===== src/rtl/audio_pkg.sv =====
// Shared constants and state encoding for the audio sample player.
package audio_pkg;

    localparam int AUDIO_ADDR_W    = 14;
    localparam int AUDIO_DATA_W    = 16;
    localparam int AUDIO_ROM_DEPTH = 16384;

    typedef enum logic {
        ST_IDLE = 1'b0,
        ST_PLAY = 1'b1
    } state_t;

endpackage


===== src/rtl/audio_pwm_dac.sv =====
// 8-bit PWM DAC: a free-running counter is compared against the offset-binary
// top byte of the current sample. Instantiated only when AUDIO_PLAYER_PWM_EN
// is defined.
module audio_pwm_dac (
    input  logic       clk,
    input  logic       rst,
    input  logic [7:0] sample_hi,
    output logic       pwm_out
);

    logic [7:0] cnt_q, cnt_d;
    logic [7:0] duty;
    logic       pwm_q, pwm_d;

    // Counter wraps naturally 255 -> 0; flipping the MSB maps signed to offset binary
    always_comb begin
        cnt_d = cnt_q + 8'd1;
        duty  = sample_hi ^ 8'h80;
        pwm_d = (cnt_q < duty);
    end

    // Counter and registered comparator output
    always_ff @(posedge clk or posedge rst) begin
        if (rst) begin
            cnt_q <= 8'd0;
            pwm_q <= 1'b0;
        end else begin
            cnt_q <= cnt_d;
            pwm_q <= pwm_d;
        end
    end

    assign pwm_out = pwm_q;

endmodule


===== src/rtl/audio_sample_player.sv =====
// Playback sequencer for the audio sample ROM. Steps rom_addr through
// [start_addr..end_addr] (wrapping through 0) once every CLK_DIV clocks,
// captures each ROM word into sample_out with a one-cycle sample_valid.
// Optional PWM DAC output enabled by defining AUDIO_PLAYER_PWM_EN.
module audio_sample_player
    import audio_pkg::*;
#(
    parameter int ADDR_W  = AUDIO_ADDR_W,
    parameter int DATA_W  = AUDIO_DATA_W,
    parameter int CLK_DIV = 1041,
    parameter int DIV_W   = 16
) (
    input  logic              clk,
    input  logic              rst,
    input  logic              start,
    input  logic              stop,
    input  logic              loop_en,
    input  logic [ADDR_W-1:0] start_addr,
    input  logic [ADDR_W-1:0] end_addr,
    output logic [ADDR_W-1:0] rom_addr,
    input  logic [DATA_W-1:0] rom_data,
    output logic [DATA_W-1:0] sample_out,
    output logic              sample_valid,
    output logic              busy,
    output logic              done,
    output logic              pwm_out
);

    localparam logic [DIV_W-1:0] TICK_AT = DIV_W'(CLK_DIV - 1);

    state_t            state_q, state_d;
    logic [ADDR_W-1:0] addr_q, addr_d;
    logic [ADDR_W-1:0] s_q, s_d;
    logic [ADDR_W-1:0] e_q, e_d;
    logic [DIV_W-1:0]  div_q, div_d;
    logic [DATA_W-1:0] sample_q, sample_d;
    logic              valid_q, valid_d;
    logic              done_q, done_d;
    logic              tick;

    // Next-state logic: start/stop handling, divider and segment stepping
    always_comb begin
        state_d  = state_q;
        addr_d   = addr_q;
        s_d      = s_q;
        e_d      = e_q;
        div_d    = div_q;
        sample_d = sample_q;
        valid_d  = 1'b0;
        done_d   = 1'b0;
        tick     = (div_q == TICK_AT);

        case (state_q)
            ST_IDLE: begin
                if (start && !stop) begin
                    state_d = ST_PLAY;
                    s_d     = start_addr;
                    e_d     = end_addr;
                    addr_d  = start_addr;
                    div_d   = '0;
                end
            end
            ST_PLAY: begin
                if (stop) begin
                    // Abort wins over start and over a coincident tick
                    state_d = ST_IDLE;
                    div_d   = '0;
                end else if (start) begin
                    s_d    = start_addr;
                    e_d    = end_addr;
                    addr_d = start_addr;
                    div_d  = '0;
                end else if (tick) begin
                    div_d    = '0;
                    sample_d = rom_data;
                    valid_d  = 1'b1;
                    if (addr_q != e_q) begin
                        addr_d = addr_q + ADDR_W'(1);
                    end else if (loop_en) begin
                        addr_d = s_q;
                    end else begin
                        state_d = ST_IDLE;
                        done_d  = 1'b1;
                    end
                end else begin
                    div_d = div_q + DIV_W'(1);
                end
            end
            default: state_d = ST_IDLE;
        endcase
    end

    // State and datapath registers, all cleared by async reset
    always_ff @(posedge clk or posedge rst) begin
        if (rst) begin
            state_q  <= ST_IDLE;
            addr_q   <= '0;
            s_q      <= '0;
            e_q      <= '0;
            div_q    <= '0;
            sample_q <= '0;
            valid_q  <= 1'b0;
            done_q   <= 1'b0;
        end else begin
            state_q  <= state_d;
            addr_q   <= addr_d;
            s_q      <= s_d;
            e_q      <= e_d;
            div_q    <= div_d;
            sample_q <= sample_d;
            valid_q  <= valid_d;
            done_q   <= done_d;
        end
    end

    assign rom_addr     = addr_q;
    assign sample_out   = sample_q;
    assign sample_valid = valid_q;
    assign done         = done_q;
    assign busy         = (state_q == ST_PLAY);

`ifdef AUDIO_PLAYER_PWM_EN
    audio_pwm_dac u_pwm (
        .clk       (clk),
        .rst       (rst),
        .sample_hi (sample_q[DATA_W-1 -: 8]),
        .pwm_out   (pwm_out)
    );
`else
    assign pwm_out = 1'b0;
`endif

endmodule


===== config.mk =====
export PLATFORM = sky130hd
export DESIGN_NAME = audio_sample_player
export DESIGN_NICKNAME = d
export VERILOG_FILES = /design/src/rtl/audio_pkg.sv /design/src/rtl/audio_pwm_dac.sv /design/src/rtl/audio_sample_player.sv
export SDC_FILE = /design/constraint.sdc
export NUM_CORES = 1
export LEC_CHECK = 0
export CAP_MARGIN = 0
export CORE_MARGIN = 2
export CORE_UTILIZATION = 51
export DETAILED_ROUTE_END_ITERATION = 10
export HOLD_SLACK_MARGIN = 0.08
export PLACE_DENSITY = 0.79
export SYNTH_ARGS = -nofsm -noshare
export SYNTH_HDL_FRONTEND = slang
export SYNTH_SLANG_ARGS = --single-unit

===== constraint.sdc =====
create_clock -name clk -period 3.1 [get_ports clk]
set_input_delay 0.465 -clock clk [delete_from_list [all_inputs] [get_ports clk]]
set_output_delay 0.465 -clock clk [all_outputs]
set_load 0.02 [all_outputs]

==> summary.txt, run 1 <==
STA
  • Tcrit/Tclk final: 0.884
  • RSZ-0062 raised after global routing: no
  • Fmax: 365 MHz
  • Min cycle time layout: 2.74 ns
  • Max-slew violations: 0
  • Final hold violation count: 0
  • Setup Viol. Count Final: 0
  • Post-route worst setup slack: 0.358 ns
  • Post-Route Setup TNS: 0 ns
  • Min Hold Slack: 0.460 ns
  • Slew @ Worst Pin: 0.734 ns
  • Worst slew margin: 0.510
  • Fin Clk Skew: 0.00810 ns

Global routing
  • Number of global-route vias before repair: 3352
  • Total track usage: 0.239
  • First-pass GRT wire length: 16.2 mm
  • Remaining global-route overflow: 0
  • Largest net degree at the start of global routing: 54
  • Initial antenna violation count: 0

Logic synthesis
  • Top_reg_cell synth: dfrtp_1
  • Synthesized area per cell: 9.20 um2
  • EDFF count, synth: 0
  • Yosys warns: 0
  • Seq/Total Area, Yosys: 0.491
  • Syn_nets: 479
  • Netlist cell types: 47
  • Flops & latches, synth: 77
  • Synth Instances: 427
  • Mapped cell area: 3930 um2
  • Share of synthesized registers carrying an async set or reset: 1.00

Route
  • Vias per cell: 5.41
  • DR pass1 iterations: 4
  • Routed WL per cell: 15.7 um
  • ANT nets after route: 0
  • Post-Route WL: 9.58 mm
  • Drc violations: 0
  • Vias post-DR: 3308
  • DRT iter0 DRCs: 139

Floorplan
  • Initial core utilization: 0.533
  • # IOs: 83
  • Die Y-Extent: 91.8 um
  • Die width: 91.8 um
  • Core area: 7370 um2
  • Die ar.: 8420 um2
  • FP Rows: 31

Clock network
  • Root Driver: clkbuf_8
  • Reg clk slew, reported paths: 0.08 ns
  • Cts hold-fix bufs: 0
  • Clock Sinks: 77
  • CTS max path bufs: 2
  • # Post-CTS Setup Buffers: 0
  • CTS Buf Count: 9
  • H-Tree Depth: 3
  • Post_cts resized: 0
  • Clk_lat worst skew: 0.35 ns
  • CTS tree: yes

Worst setup path
  • Worst reg2reg path depth: 7
  • CP Class: register to register
  • RR Startpoint: div_q[0]
  • Type of origin of the critical path: register
  • Crit Reg-Reg Endpoint: div_q[8]
  • Reg2reg setup slack: 0.36 ns
  • CP Data Arrival Time: 2.99 ns
  • CP Capture Type: register
  • WP data required: 3.34 ns
  • Crit path max fanout: 23

Layout
  • Layout cells sized above 1: 0.0879
  • Net count, final: 560
  • Area growth syn-to-layout: 29.4%
  • Commonest non-fill, non-tap cells in the layout: nand2_1, clkdlybuf4s50_1, dfrtp_1
  • Final Cell Area: 5080 um2
  • Finished Core Util: 0.689
  • # diodes: 0
  • Most common cell after layout, fill and taps aside: nand2_1

Placed design
  • Setup slack at placement: 0.179 ns
  • Gpl congestion: 0.865
  • Area after DPL: 4840 um2
  • IO buf count: 81
  • Half-perimeter wire length after placement: 6.75 mm

Worst hold path
  • Worst Hold Class: input pin to async pin

Status
  • Status: finished, final reports clean

Pwr
  • Pleak: 2.27 nW
  • Power per Cell Area: 506 nW/um2
  • Worst ir drop on vdd: 0.253 mV

Job
  • Max Cap Viol: 0
## worst max path at each step
stage               from           end  slack (ns)
6_report        div_q[0]      div_q[8]        0.36
5_1_grt         div_q[0]     div_q[12]        0.22
2_1_floorplan        rst          busy        0.67
4_1_cts         div_q[0]  rom_addr[10]        0.11
3_3_place_gp   div_q[11]  rom_addr[12]        0.36
3_5_place_dp    div_q[0]  rom_addr[10]        0.18
## per-stage QoR
step	std cells	power (mW)
finish	611	2.57
global route	611	2.68
CTS	611	2.59
detailed placement	596	1.67
global placement	596	1.65
floorplan	427	1.46
## cells in the mapped netlist (2+ instances only)
| master | number | area (um2) |
|---|---|---|
| nor2b_1 | 3 | 18.8 |
| dfrtp_1 | 77 | 1930 |
| o21ai_0 | 19 | 95.1 |
| o221ai_1 | 3 | 26.3 |
| nand2_1 | 147 | 552 |
| a22o_1 | 4 | 35.0 |
| nand2b_1 | 3 | 18.8 |
| or4_4 | 2 | 22.5 |
| xnor2_1 | 26 | 228 |
| nand4_1 | 10 | 62.6 |
| buf_2 | 4 | 20.0 |
| nor4_1 | 9 | 56.3 |
| xor2_1 | 3 | 26.3 |
| inv_1 | 19 | 71.3 |
| ha_1 | 3 | 37.5 |
| buf_4 | 3 | 22.5 |
| o211ai_2 | 2 | 25.0 |
| mux2i_1 | 13 | 130 |
| nor2_1 | 17 | 63.8 |
| or3_1 | 2 | 12.5 |
| a21o_1 | 5 | 37.5 |
| nor3_1 | 7 | 35.0 |
| nand3_1 | 6 | 30.0 |
| o2bb2ai_1 | 2 | 17.5 |
| buf_1 | 2 | 7.51 |
| and3_1 | 2 | 12.5 |
| o221ai_2 | 8 | 120 |
| clkbuf_1 | 7 | 26.3 |
## cell families after synthesis
family / synth area share
mux: 0.0331
simple gates: 0.261
compound gates: 0.0997
fa+ha+maj: 0.00956
flops: 0.491
xor+xnor: 0.0647
buf+inv: 0.0405
other cells: 0.000955
## flip-flops by register name (all words and copies together) (netlist names)
name	count
sample_valid	1
sample_out	16
rom_addr	14
done	1
s_q	14
e_q	14
div_q	16
busy	1
## report_power, final
| part | switching (mW) | internal (mW) |
|---|---|---|
| clock | 0.385 | 0.532 |
| sequential | 0.0939 | 1.08 |
| combinational | 0.242 | 0.235 |
| total | 0.722 | 1.85 |
## worst max-delay path: stages (launching register included)
cell and delay (ns):
dfrtp_1 0.44, inv_1 0.10, ha_1 0.15, or3b_2 0.49, or4_4 0.47, nand2_1 0.53
o21ai_0 0.20, a22o_1 0.26
## area by class of cell
type	count	area (um2)
multi-input combinational	314	1860
sequential	77	1930
clock buffer	9	124
inverter	19	71.3
fill	584	2290
clock inverter	6	111
timing repair buffer	87	868
tap	99	124
## metal layers
layer,share of wire,wire length [um],vias up,track usage
met5,0,0,-,0
met4,0.015,145,0,0.0784
met3,0.065,619,17,0.0534
met2,0.51,4860,109,0.407
met1,0.41,3960,1589,0.303
li1,-,-,1593,-
Note: power is estimated with default switching activity, not from simulation.
==> run 2, diff against run 1 <==
Settings changed: SETUP_SLACK_MARGIN set to 0.15.
==> results of run 2 <==
Final layout, timing and power as in run 1 (identical DEF).
Among the figures that moved: number of gates resized after CTS 0 -> 1
